[src/rtl/regfile_accum_ctrl.sv]
// regfile_accum_ctrl
// Client-side controller for a 256x64 1W1R register file with a fixed
// 3-cycle registered read. Requests either add an operand to an entry or
// overwrite it. The new value is written back and reported on a response
// port. Because the register file has no reset, the controller zero-fills
// it after reset and again after a clear command.

module regfile_accum_ctrl #(
    parameter int ADDR_W = 8,
    parameter int DATA_W = 64
) (
    input  logic              clock,
    input  logic              reset_n,
    input  logic              clear,
    input  logic              in_valid,
    output logic              in_ready,
    input  logic              in_op,
    input  logic [ADDR_W-1:0] in_addr,
    input  logic [DATA_W-1:0] in_data,
    output logic [ADDR_W-1:0] rf_raddr,
    input  logic [DATA_W-1:0] rf_rdata,
    output logic              rf_wena,
    output logic [ADDR_W-1:0] rf_waddr,
    output logic [DATA_W-1:0] rf_wdata,
    output logic              resp_valid,
    output logic [ADDR_W-1:0] resp_addr,
    output logic [DATA_W-1:0] resp_data,
    output logic              init_done
);

    typedef enum logic [1:0] {
        ST_INIT  = 2'd0,
        ST_RUN   = 2'd1,
        ST_DRAIN = 2'd2
    } state_t;

    localparam logic OP_ADD = 1'b0;

    state_t              r_state;
    state_t              w_nextState;
    logic [ADDR_W-1:0]   r_cnt;

    // Arms the zero-fill sweep. It stays low while reset is asserted, so the
    // write enable is quiet during reset even though the FSM already sits in
    // INIT. It is cleared only by reset, so a sweep that follows a clear
    // starts without the one-cycle delay.
    logic                r_armed;

    logic                r_s1Valid, r_s2Valid, r_s3Valid;
    logic                r_s1Op, r_s2Op, r_s3Op;
    logic [ADDR_W-1:0]   r_s1Addr, r_s2Addr, r_s3Addr;
    logic [DATA_W-1:0]   r_s1Data, r_s2Data, r_s3Data;

    logic                w_accept;
    logic                w_stagesEmpty;
    logic                w_sweepWrite;
    logic                w_inReady;
    logic                w_initDone;
    logic [DATA_W-1:0]   w_s3Result;

    assign w_accept      = in_valid && w_inReady;
    assign w_stagesEmpty = !(r_s1Valid || r_s2Valid || r_s3Valid);

    // The stage-3 result is a modulo-2^DATA_W sum for ADD and the operand
    // itself for WRITE. rf_rdata lines up with S3 because of the 3-cycle
    // read latency.
    assign w_s3Result = (r_s3Op == OP_ADD) ? (rf_rdata + r_s3Data) : r_s3Data;

    assign rf_raddr  = in_addr;
    assign in_ready  = w_inReady;
    assign init_done = w_initDone;

    // The sweep and stage 3 never write in the same cycle: INIT is entered
    // only once the pipeline has drained.
    assign rf_wena  = w_sweepWrite || r_s3Valid;
    assign rf_waddr = r_s3Valid ? r_s3Addr : r_cnt;
    assign rf_wdata = r_s3Valid ? w_s3Result : '0;

    // State register. Reset always returns to INIT.
    always_ff @(posedge clock or negedge reset_n) begin
        if (!reset_n) begin
            r_state <= ST_INIT;
        end else begin
            r_state <= w_nextState;
        end
    end

    // Next-state logic and handshake. A request is refused when the request
    // in S1 targets the same entry, because its write commits too late for
    // the new read to see it.
    always_comb begin
        w_nextState  = r_state;
        w_inReady    = 1'b0;
        w_initDone   = 1'b0;
        w_sweepWrite = 1'b0;
        case (r_state)
            ST_INIT: begin
                w_sweepWrite = r_armed;
                if (r_armed && (r_cnt == {ADDR_W{1'b1}})) begin
                    w_nextState = ST_RUN;
                end
            end
            ST_RUN: begin
                w_initDone = 1'b1;
                w_inReady  = !clear && !(r_s1Valid && (r_s1Addr == in_addr));
                if (clear) begin
                    w_nextState = ST_DRAIN;
                end
            end
            ST_DRAIN: begin
                if (w_stagesEmpty) begin
                    w_nextState = ST_INIT;
                end
            end
            default: begin
                w_nextState = ST_INIT;
            end
        endcase
    end

    // The sweep arms one cycle after reset is released.
    always_ff @(posedge clock or negedge reset_n) begin
        if (!reset_n) begin
            r_armed <= 1'b0;
        end else begin
            r_armed <= 1'b1;
        end
    end

    // The sweep counter advances once per INIT write. It rests at zero in
    // every other state, so each sweep starts at entry 0.
    always_ff @(posedge clock or negedge reset_n) begin
        if (!reset_n) begin
            r_cnt <= '0;
        end else if ((r_state == ST_INIT) && r_armed) begin
            r_cnt <= r_cnt + 1'b1;
        end else begin
            r_cnt <= '0;
        end
    end

    // The three pipeline stages cover the register-file read latency.
    // Requests keep moving during DRAIN until the pipeline is empty.
    always_ff @(posedge clock or negedge reset_n) begin
        if (!reset_n) begin
            r_s1Valid <= 1'b0;
            r_s2Valid <= 1'b0;
            r_s3Valid <= 1'b0;
            r_s1Op    <= 1'b0;
            r_s2Op    <= 1'b0;
            r_s3Op    <= 1'b0;
            r_s1Addr  <= '0;
            r_s2Addr  <= '0;
            r_s3Addr  <= '0;
            r_s1Data  <= '0;
            r_s2Data  <= '0;
            r_s3Data  <= '0;
        end else begin
            r_s1Valid <= w_accept;
            r_s1Op    <= in_op;
            r_s1Addr  <= in_addr;
            r_s1Data  <= in_data;
            r_s2Valid <= r_s1Valid;
            r_s2Op    <= r_s1Op;
            r_s2Addr  <= r_s1Addr;
            r_s2Data  <= r_s1Data;
            r_s3Valid <= r_s2Valid;
            r_s3Op    <= r_s2Op;
            r_s3Addr  <= r_s2Addr;
            r_s3Data  <= r_s2Data;
        end
    end

    // The response registers the stage-3 write, one cycle after the commit.
    always_ff @(posedge clock or negedge reset_n) begin
        if (!reset_n) begin
            resp_valid <= 1'b0;
            resp_addr  <= '0;
            resp_data  <= '0;
        end else begin
            resp_valid <= r_s3Valid;
            resp_addr  <= r_s3Addr;
            resp_data  <= w_s3Result;
        end
    end

endmodule

[config.mk]
export PLATFORM = sky130hd
export DESIGN_NAME = regfile_accum_ctrl
export DESIGN_NICKNAME = d
export VERILOG_FILES = /design/src/rtl/regfile_accum_ctrl.sv
export SDC_FILE = /design/constraint.sdc
export NUM_CORES = 1
export LEC_CHECK = 0
export CORE_ASPECT_RATIO = 0.5
export CORE_MARGIN = 3
export CORE_UTILIZATION = 30
export CTS_BUF_LIST = sky130_fd_sc_hd__clkbuf_4
export DETAILED_ROUTE_END_ITERATION = 8
export PLACE_DENSITY_LB_ADDON = 0.1
export SLEW_MARGIN = 20
export SYNTH_ARGS = -nofsm -noshare
export SYNTH_HDL_FRONTEND = slang
export SYNTH_SLANG_ARGS = --single-unit
[constraint.sdc]
create_clock -name clock -period 5.2 [get_ports clock]
set_input_delay 0.52 -clock clock [delete_from_list [all_inputs] [get_ports clock]]
set_output_delay 0.52 -clock clock [all_outputs]
set_load 0.05 [all_outputs]
# [Word-level counts from Yosys, hierarchy flattened]
# Index checks and enable logic that the tools add are counted.
[op_classes] add_sub_neg=2 n_eq_ne=7 mux=11 n_reduce_logical=12
[ops] cell="$mux W64" count=2
[ops] cell="$add A64 B64 Y64" count=1
[ops] cell="$mux W8" count=2
[ops] cell="$add A8 B1 Y8 const B" count=1
[ops] cell="$eq A8 B8 Y1" count=1
[ops] cell="$eq A8 B8 Y1 const B" count=1
[ops] cell="$mux W2" count=3
[ops] cell="$ne A2 B2 Y1 const B" count=3
[ops] cell="$pmux W2 S3" count=1
[ops] cell="$logic_and A1 B1 Y1" count=5
[ops] cell="$logic_or A1 B1 Y1" count=3
[ops] cell="$mux W1" count=3
[ops] cell="$reduce_and A3 Y1" count=1
[ops] cell="$eq A2 B1 Y1 const B" count=1
[ops] cell="$eq A2 B2 Y1 const B" count=1
[ops] cell="$logic_not A1 Y1" count=2
[ops] cell="$logic_not A2 Y1" count=1
[word_totals] register_bits=306 input_bits=141 out_inout_bits=156 wordCells=50

# [Depth between registers and ports, before layout]
[logic_depth] depth_word=6 depth_mapped=12 mapped_depth_nobuf=12

# [Worst setup path before layout]
# No wires, ideal clock.
[synth_path] path_kind="input to output" from="input rf_rdata[0]" to="output rf_wdata[62]" t_arrival_ps=4059 required_time_ps=4680 path_slack_ps=621 cell_stages=12 path_buffers=0 path_cell_list="ha_1 > inv_1 > fa_1 > nand2b_1 > a21oi_1 > o211ai_1 > a31oi_1 > nor3_2 > o21bai_2 > a41oi_2 > and3b_1 > nor4_1"
[synth_via] elab_chain_len=3
[synth_lines] item="start, declared" line_no="21" text="input logic [DATA_W-1:0] rf_rdata,"
[synth_lines] item="$add A64 B64 Y64" line_no="67" text="assign w_s3Result = (r_s3Op == OP_ADD) ? (rf_rdata + r_s3Data) : r_s3Data;"
[synth_lines] item="$mux W64" line_no="67"
[synth_lines] item="$mux W64" line_no="77" text="assign rf_wdata = r_s3Valid ? w_s3Result : '0;"
[synth_lines] item="end, declared" line_no="24" text="output logic [DATA_W-1:0] rf_wdata,"
# No other way between the ends.

# [Worst setup path in the final report]
[layout_path] from="register r_s3Data[11]" to="output rf_wdata[60]"
[layout_via] elab_chain_len=3
[layout_lines] item="start, declared" line_no="52" text="logic [DATA_W-1:0] r_s1Data, r_s2Data, r_s3Data;"
[layout_lines] item="start signal, assigned" line_no="170" text="r_s3Data <= r_s2Data;"
[layout_lines] item="$add A64 B64 Y64" line_no="67"
[layout_lines] item="$mux W64" line_no="67"
[layout_lines] item="$mux W64" line_no="77"
# No other way between the ends.

==> summary.md <==
| Metric | Value |
|---|---|
| Status | completed |
| Leak Pwr | approximately 8 nW |
| Die height | 154 µm |
| Crit. End Element | output pin |
| Port Buf Inserts | about 300 |
| Post-synth cell types | 68 |
| Initial Util | 0.309 |
| Setup violators final | 0 |
| Hold Fails Final Rpt | 0 |
| First-pass GRT wire length | between 60000 and 70000 µm |
| Share of layout cells above drive strength 1 | 0.127 |
| Core Footprint | roughly 43000 µm² |
| Tot Pwr | a little under 0.006 W |
| Mapped Avg Cell Area | ~11 µm² |
| Post-Synthesis Cells | approximately 1200 |
| Hold_sp | in_data[49] |
| Syn Std Cell Area | about 13000 µm² |
| Hold path depth | 1 |
| Worst Hold Endpoint | r_s1Data[49] |
| Async SR Flop Fraction | 1.00 |
| GR Util All Layers | 0.168 |
| Post-Synth XOR/XNOR Area | 0.0439 |
| Rows | 53 |
| Layout Utilization | 0.423 |
| Largest net degree at the start of global routing | approximately 120 |
| EDFF count, synth | 0 |
| Switching share of power | 0.310 |
| Clock transition at path regs | around 0.070 ns |
| Placer Congestion | ~0.84 |
| Adder-Cell Fraction of Synth Area | 0.0623 |
| Worst-path fanout max | 5 |
| Drt pass-1 iters | 5 |
| Vias per inst | 4.71 |
| Flop pwr share | 0.450 |
| Number of DRC markers in iteration 0 | about 600 |
| Internal | between 0.003 and 0.004 W |
| Slew @ Worst Pin | about 0.9 ns |
| DR WL/cell | 18.1 µm |
| Layout Skew | approximately 0.033 ns |
| Io pins | 297 |
| Initial antenna violation count | 2 |
| R2r worst-path depth | 13 |
| Wirelength, routed | approximately 39000 µm |
| Die Area | ~47000 µm² |
| Logic pwr share | 0.217 |
| DP Wirelength | slightly below 30000 µm |
| Remaining Overflow, GRT | 0 |
| RSZ-0062 raised after global routing | true |
| Root Buffer | clkbuf_4 |
| Clock Power Share | 0.333 |
| Data arrival time of the worst path | ~4.4 ns |
| Nets | 1726 |
| Synth warn | 0 |
| Routed Antenna Nets | 0 |
| CTS tree | done |
| Fmax | a little over 200 MHz |
| Vias in the first global route | ~11000 |
| Crit path time final | a little under 5 ns |
| Sequential element share of the synthesized area | 0.581 |
| Clock buffer count from CTS | 73 |
| Multiplexer share of the synthesized area | 0.0158 |
| Leading cell types in the layout, fill and taps excluded | 304 x dfrtp_1, 255 x clkdlybuf4s50_1, 128 x nand2_1, 101 x clkbuf_4, 95 x a21oi_1 |
| Max VDD drop | approximately 0.00013 V |
| Post-synthesis simple-gate area fraction | 0.126 |
| RR Startpoint | r_s3Data[0] |
| Clock latency on the worst-skew pair | ~0.73 ns |
| Worst path required time | 4.68 ns |
| Final Non-Filler Cells | between 2000 and 2500 |
| Drt drc | 0 |
| Max Root-Sink Buffers | 3 |
| Sw power | around 0.0018 W |
| R2R Setup Slk | 1.78 ns |
| Max Cap Violations | 0 |
| Hold crit path type | in2reg |
| DP Cell Count | 2019 |
| Max-slew violations | 0 |
| Final Cycle Share | 0.942 |
| H-tree Lvls | 3 |
| Clk sinks | between 300 and 400 |
| Post-synthesis net count | between 1000 and 1500 |
| Seq cells post-synth | 306 |
| Setup CP Type | reg2out |
| Most used DFF post-synth | dfrtp_1 |
| CP Launch Type | register |
| Rel. slew slack | 0.385 |
| Synth-to-layout area growth | 36.8% |
| Compound-Gate Fraction of Synth Area | 0.145 |
| Vias | around 10000 |
| Largest family of logic cells by synthesized area | compound AO/OA/AOI/OAI gates |
| Most common cell after layout, fill and taps aside | dfrtp_1 |
| Reg2reg end | resp_data[56] |
| Power Density | around 320 nW/µm² |
| Die Wd | 302 µm |
per-stage QoR:
step	hold slack [ns]	area, µm²	setup slack [ns]	setup TNS, ns
CTS	0.140	17900	0.0197	0
floorplan	0.224	13200	0.621	0
detailed placement	0.335	17000	0.000543	0
global placement	0.332	17000	0.0453	0
global route	0.127	18000	-0.00169	-0.00169
finish	0.243	18000	0.301	0
Yosys cell counts, types with 9 or more instances:
master | instances | share of area
a211oi_1 | 20 | 0.011
a21o_1 | 15 | 0.0085
a21oi_1 | 96 | 0.036
and2_1 | 46 | 0.022
and3_1 | 9 | 0.0043
buf_2 | 10 | 0.0038
clkbuf_1 | 32 | 0.0091
dfrtp_1 | 306 | 0.58
ha_1 | 64 | 0.061
inv_1 | 22 | 0.0063
mux2_2 | 10 | 0.0085
nand2_1 | 128 | 0.036
nand2b_1 | 10 | 0.0047
nand3_1 | 12 | 0.0046
nand4_1 | 25 | 0.012
nor2_1 | 74 | 0.021
nor3_1 | 15 | 0.0057
o211ai_1 | 11 | 0.0063
o21ai_0 | 79 | 0.030
o21ai_1 | 11 | 0.0042
o21bai_1 | 15 | 0.0085
o31ai_1 | 10 | 0.0057
xnor2_1 | 31 | 0.021
xor2_1 | 35 | 0.023
layout make-up:
type,instances,area [µm²]
well taps,577,722
multi-input cells,804,5280
clock buffers,101,758
repair buffers,313,3400
diodes,2,5.00
clock inverters,19,130
inverters,22,82.6
fillers,4157,24600
flip-flops and latches,306,7660
power by group through the flow:
stage	combinational [W]	clock [W]	sequential (W)
after floorplan	0.000496	0	0.00289
after global placement	0.00125	0	0.00265
after detailed placement	0.00125	0	0.00265
after CTS	0.00125	0.00203	0.00261
after global routing	0.00136	0.00216	0.00262
final	0.00126	0.00192	0.00261
metal layers:
layer / GRT usage / wire, µm
met1: 0.224 / 17600
met2: 0.274 / 18800
met3: 0.0396 / 1850
met4: 0.0463 / 573
met5: 0 / 0
critical path, cell delays in order (launching register included):
cell,delay [ns]
dfrtp_1,0.39
ha_1,0.35
a21o_1,0.20
a211oi_1,0.47
and2_1,0.25
a31oi_4,0.16
a31oi_1,0.38
o21bai_2,0.19
a31oi_1,0.31
mux2_4,0.36
a2111oi_4,0.44
buf_12,0.19
sequential cells by signal, indices dropped and copies added (netlist names), 2 cells and up:
register	cells
r_cnt	8
r_s1Addr	8
r_s1Data	64
r_s2Addr	8
r_s2Data	64
r_s3Addr	8
r_s3Data	64
r_state	2
resp_addr	8
resp_data	64
cell families (layout without fill, tap and decap cells):
kind of cell | Yosys count | count (layout)
AO/OA/AOI/OAI | 307 | 307
XOR/XNOR | 66 | 66
adder cells (fa/ha/maj) | 65 | 65
buffers and inverters | 76 | 455
flip-flops | 306 | 306
multiplexers | 19 | 19
other | 1 | 3
AND/OR/NAND/NOR | 346 | 346
timing repair:
action	in CTS	in global routing
hold endpoints to repair	97	0
setup buffers	1	1
pin swaps	1	1
hold buffers	1	0
endpoints found under the setup margin	3	17
gates resized for setup	2	16
gates cloned	0	0
worst max path at each step:
stage | start | to | depth (start not counted)
after global routing | r_s3Data[6] | rf_wdata[55] | 11
after global placement | rf_rdata[0] | rf_wdata[62] | 15
after floorplan | rf_rdata[0] | rf_wdata[62] | 12
after detailed placement | rf_rdata[0] | rf_wdata[62] | 15
final | r_s3Data[11] | rf_wdata[60] | 11
after CTS | r_s3Data[6] | rf_wdata[33] | 11
No activity file was read; power rests on OpenSTA's default activity.
==> variant 1 (config.mk and constraints unchanged) <==
Take the reset off `r_s1Data` and load it in a clocked block of its own.
--- a/src/rtl/regfile_accum_ctrl.sv
+++ b/src/rtl/regfile_accum_ctrl.sv
@@ -152,14 +152,12 @@
             r_s1Addr  <= '0;
             r_s2Addr  <= '0;
             r_s3Addr  <= '0;
-            r_s1Data  <= '0;
             r_s2Data  <= '0;
             r_s3Data  <= '0;
         end else begin
             r_s1Valid <= w_accept;
             r_s1Op    <= in_op;
             r_s1Addr  <= in_addr;
-            r_s1Data  <= in_data;
             r_s2Valid <= r_s1Valid;
             r_s2Op    <= r_s1Op;
             r_s2Addr  <= r_s1Addr;
@@ -169,6 +167,10 @@
             r_s3Addr  <= r_s2Addr;
             r_s3Data  <= r_s2Data;
         end
+    end
+
+    always_ff @(posedge clock) begin
+        r_s1Data <= in_data;
     end
 
     // The response registers the stage-3 write, one cycle after the commit.
Formal check against the unedited RTL: not equivalent (a bounded check fails within 4 cycles, from zero or initial values and one cycle with reset_n low).
==> variant 1 against the unedited design <==
  * Via count grew 0.38%
  * Critical endpoint is now rf_wdata[29]
  * Die area shrank 2.4%
  * Worst setup slack lost 0.055 ns
  * Non-clock buffer count is the same
  * Sequential power is essentially flat
  * Wire length is essentially flat
  * Sequential cell count is the same
  * Design area shrank 0.93%
  * Worst hold slack lost 0.051 ns
  * Area after synthesis shrank 2.4%
  * Total power grew 3.7%
  * Critical path type unchanged
==> variant 1: results (changes against the unedited design) <==
- Routed length on met2: 18,400 um (-1.7%)
- RR Startpoint: r_s3Data[0]$_DFF_PN0_
- Mapped Nets: 1,392 (unchanged)
- Routed length on met3: 2210 um (+19%)
- Slew Limit Headroom: 46.4% (+7.9 points)
- Seq/Total Area, Yosys: 57.1% (-1.0 points)
- CP Capture Point: rf_wdata[29]
- Crit-path max FO: 6 (+1)
- Clock Latency Late Sink: 0.77 ns (+0.04 ns)
- Compound-Gate Fraction of Synth Area: 14.9% (+0.36 points)
- Worst path max stage delay: 0.80 ns (+0.33 ns)
- Worst vdd ir: 161 uV (+27%)
- First-pass GRT wire length: 60,100 um (-0.85%)
- Worst hold path cell count: 1 (unchanged)
- DP Area: 16,700 sq um (-1.8%)
- Synth cell count leaders: 242 x dfrtp_1, 128 x nand2_1, 96 x a21oi_1, 79 x o21ai_0, 74 x nor2_1
- Maximum clock path buffer count: 3 (unchanged)
- WL final: 38,800 um (about the same)
- Vias: 10.1k (+0.38%)
- Layout cell share with drive strength beyond 1: 13.6% (+0.91 points)
- CTS buffer count: 73 (unchanged)
- Yosys cell types: 69 (+1.5%)
- Critical path startpoint: r_s3Data[6]$_DFF_PN0_
- DRT Pass-1 Iters: 5 (unchanged)
- Synth area leaders: dfrtp_1 47%, dfxtp_1 10%, ha_1 6.2%
- Routed metal-1 wirelength: 17,400 um (-0.98%)
- YS warnings: 0 (unchanged)
- Starting DRT DRC Count: 760 (+27%)
- Initial antenna violation count: 3 (+1)
- Share of synthesized flip-flops with an asynchronous set or reset: 79.1% (-21 points)
- HPWL Detailed: 29,400 um (+0.27%)
- Mux share of post-synthesis cell area: 1.62% (+0.039 points)
- Crit path capture type: output port
- Vias in the first global route: 10.6k (+0.41%)
- Hold_buf cts: 1 (unchanged)
- R2R setup slack: 1.67 ns (-0.11 ns)
- FILL cells: 4,043 (-2.7%)
- Global-route usage over all layers: 16.9% (+0.10 points)
- Status: complete, no violations
- Xor/xnor share of the synthesized area: 4.50% (+0.11 points)
- Post-Synth Adder-Cell Area: 6.38% (+0.16 points)
- Endpoint, Worst Hold: r_s1Data[0]$_DFF_P_
- Largest net degree at the start of global routing: 102 (-18%)
- Hold path start: in_data[0]
- Setup violators final: 0 (unchanged)
- Hold WS: 0.193 ns (-0.0505 ns)
- P_leak: 7.63 nW (-1.9%)
- Gpl congestion: 0.846 (+0.50%)
- Skew final: 0.0815 ns (+0.0487 ns)
- Critical-path top delay cell: clkdlybuf4s50_1
- Root buf cell: clkbuf_4
variant 1: cell count changes in the layout (fill, tap and decap cells not counted), moves of 2 or more:
| cell | before | now |
|---|---|---|
| buf_12 | 31 | 34 |
| dfrtp_1 | 304 | 240 |
| dlymetal6s2s_1 | 3 | 1 |
| bufinv_16 | 2 | 4 |
| clkbuf_4 | 101 | 110 |
| dfxtp_1 | 0 | 64 |
| clkinv_4 | 0 | 2 |
| clkinv_2 | 2 | 4 |
variant 1: critical path: cells and delay by family, from the launching register on:
kind	cells	cell delay [ns]
AO/OA/AOI/OAI	5	1.67
buffers and inverters	2	1.01
flip-flops	1	0.38
adder cells (fa/ha/maj)	1	0.35
AND/OR/NAND/NOR	1	0.17
XOR/XNOR	1	0.11
variant 1: per-layer routing:
layer	global-route usage (%)	vias to the layer above
li1	-	4874
met1	21.7	4933
met2	27.6	275
met3	5.14	60
met4	4.67	0
met5	0	-
variant 1: area by class of cell:
type / count / area [sq um] / area share, %
Multi-Input combinational cell: 804 / 5270 / 29.5
Clock inverter: 23 / 206 / 1.16
Timing Repair Buffer: 313 / 3430 / 19.2
Tap cell: 567 / 709 / 3.97
Inverter: 22 / 82.6 / 0.462
Antenna cell: 3 / 7.51 / 0.0420
Sequential cell: 306 / 7340 / 41.1
Clock buffer: 110 / 826 / 4.62
variant 1: report_power, final:
group / internal [mW] / leakage [nW] / switching (mW)
Clock: 1.17 / 0.610 / 0.978
Sequential: 2.53 / 3.40 / 0.0637
Combinational: 0.455 / 3.63 / 0.794
variant 1: stage by stage:
step | cells | setup WS, ns
5_1_grt | 2148 | 0.000386
3_3_place_gp | 2008 | 0.206
4_1_cts | 2143 | 0.0204
6_report | 2148 | 0.246
3_5_place_dp | 2008 | 0.102
2_1_floorplan | 1186 | 0.621
==> variant 2 (same settings) <==
Without the edit above. Change the parameter `ADDR_W` from 8 to 9.
--- a/src/rtl/regfile_accum_ctrl.sv
+++ b/src/rtl/regfile_accum_ctrl.sv
@@ -6,7 +6,7 @@
 // it after reset and again after a clear command.
 
 module regfile_accum_ctrl #(
-    parameter int ADDR_W = 8,
+    parameter int ADDR_W = 9,
     parameter int DATA_W = 64
 ) (
     input  logic              clock,
Interface: changed (resized in_addr, resp_addr, rf_raddr and rf_waddr); port bits go from 297 to 301. No check against the original RTL was run, so the function may have changed too.
==> variant 2 against the unedited design <==
  * Area after synthesis shrank 0.47%
  * Worst setup slack got worse by 0.082 ns
  * Design area is 0.70% higher
  * Total power up 1.8%
  * Worst hold slack got worse by 0.041 ns
  * Sequential power up 2%
  * Wire length shrank 1.8%
  * Count of clock-buffer cells in the layout up 1
  * Sequential cell count grew 5
  * Critical endpoint is now rf_wdata[63]
  * Highest routed layer unchanged
==> variant 2: results (changes against the unedited design) <==
- Status: complete, no violations
- Worst R2R Path Depth: 17 (+4)
- Starting DRT DRC Count: 621 (+3.8%)
- Compound-Gate Fraction of Synth Area: 14.0% (-0.52 points)
- Worst path max stage delay: 0.51 ns (+0.04 ns)
- Critical-path top delay cell: a2111o_1
- WL/cell: 17.7 um (-2.1%)
- Root buf cell: clkbuf_4
- CP Capture Point: rf_wdata[63]
- Hold WS: 0.202 ns (-0.0409 ns)
- Met3 usage: 5.22% (+1.3 points)
- Nets@finish: 1,721 (-0.29%)
- Ys flop type: dfrtp_1
- DR vias/cell: 4.65 (-1.3%)
- Gpl congestion: 0.847 (+0.62%)
- Synth area leaders: dfrtp_1 59%, ha_1 6.2%, nand2_1 3.5%
- Endpoint, Worst Hold: r_s1Data[55]$_DFF_PN0_
- DP Area: 17,000 sq um (about the same)
- Inst Count DP: 2,000 (-0.94%)
- Largest net degree at the start of global routing: 81 (-35%)
- HPWL Detailed: 28,300 um (-3.5%)
- Vias: 10.0k (-0.96%)
- Worst-path clk slew: 0.07 ns (about the same)
- R2R setup slack: 1.77 ns
- Crit-path max FO: 4 (-1)
- DRC errors left: 0 (unchanged)
- RR Startpoint: r_s3Data[0]$_DFF_PN0_
- Htree depth: 3 (unchanged)
- Worst hold path cell count: 1 (unchanged)
- Initial antenna violation count: 4 (+2)
- Synth cell count leaders: 311 x dfrtp_1, 122 x nand2_1, 88 x a21oi_1, 67 x o21ai_0, 65 x ha_1
- Syn_area_per_cell: 11.3 sq um (+1.7%)
- Yosys cell types: 61 (-10%)
- FILL cells: 4,141 (-0.38%)
- First-pass GRT wire length: 59,100 um (-2.6%)
- GRT met1 Usage: 20.8% (-1.6 points)
- Worst path arrival time: 4.46 ns (+0.08 ns)
- PortBufs: 300 (+1.4%)
- Seq/Total Area, Yosys: 59.3% (+1.2 points)
- Mapped Nets: 1,369 (-1.7%)
- Critical path startpoint: r_s3Data[6]$_DFF_PN0_
- DRT Pass-1 Iters: 5 (unchanged)
- Worst-margin pin slew: 0.861 ns (-0.0487 ns)
- P_leak: 7.93 nW (+1.9%)
- Clock Latency Late Sink: 0.75 ns (+0.02 ns)
- CTS buffer count: 77 (+5.5%)
- Hold path start: in_data[55]
- GR Util met2: 26.7% (-0.72 points)
- Post-Synth Adder-Cell Area: 6.35% (+0.12 points)
- Mux share of post-synthesis cell area: 1.03% (-0.55 points)
- Layout cell share with drive strength beyond 1: 14.3% (+1.6 points)
- Global-route usage over all layers: 16.4% (-0.40 points)
- Share of synthesized flip-flops with an asynchronous set or reset: 100% (unchanged)
- Skew final: 0.0529 ns (+0.0202 ns)
- Worst vdd ir: 153 uV (+20%)
- Xor/xnor share of the synthesized area: 4.81% (+0.42 points)
## variant 2: layout make-up
cell class	count	area, sq um	area share (%)
multi-input combinational	767	5120	28.2
clock buffer	102	766	4.22
timing repair buffer	331	3500	19.3
inverter	25	93.8	0.517
clock inverter	35	166	0.916
tap	577	722	3.97
antenna	4	10.0	0.0551
sequential	311	7790	42.9
## variant 2: repair_timing
| action | 4_1_cts | 5_1_grt |
|---|---|---|
| hold buffers | 1 | 0 |
| endpoints found under the hold margin | 62 | 0 |
| gates cloned | 0 | 0 |
| gates resized for setup | 2 | 21 |
| pin swaps | 0 | 16 |
| setup buffers | 0 | 10 |
| endpoints found under the setup margin | 2 | 14 |
## variant 2: where the power goes
| group | internal (mW) | leakage [nW] | switching, mW |
|---|---|---|---|
| clock | 0.931 | 0.544 | 1.04 |
| sequential | 2.58 | 3.67 | 0.0657 |
| combinational | 0.486 | 3.72 | 0.791 |
| total | 4.00 | 7.93 | 1.89 |
## variant 2: per-stage QoR
stage	worst slack (ns)	TNS (ns)	power [mW]	utilization [%]
after CTS	-0.0556	-0.0556	5.99	42.2
after global placement	0.182	0	3.94	40.0
after detailed placement	0.288	0	3.95	40.0
after global routing	-0.0468	-0.0981	6.25	42.7
final	0.218	0	5.89	42.7
after floorplan	0.590	0	3.43	-
## variant 2: cells by family after synthesis
kind of cell / count (synthesis)
XOR/XNOR: 72
multiplexers: 12
flip-flops: 311
adder cells (fa/ha/maj): 66
buffers and inverters: 83
AND/OR/NAND/NOR: 319
other: 1
AO/OA/AOI/OAI: 297
## variant 2: per-layer routing
metal	wire length (um)	vias up	share of wire (%)
li1	-	4805	-
met1	16200	4846	43
met2	18600	291	49
met3	2530	65	6.6
met4	759	0	2.0
met5	0	-	0
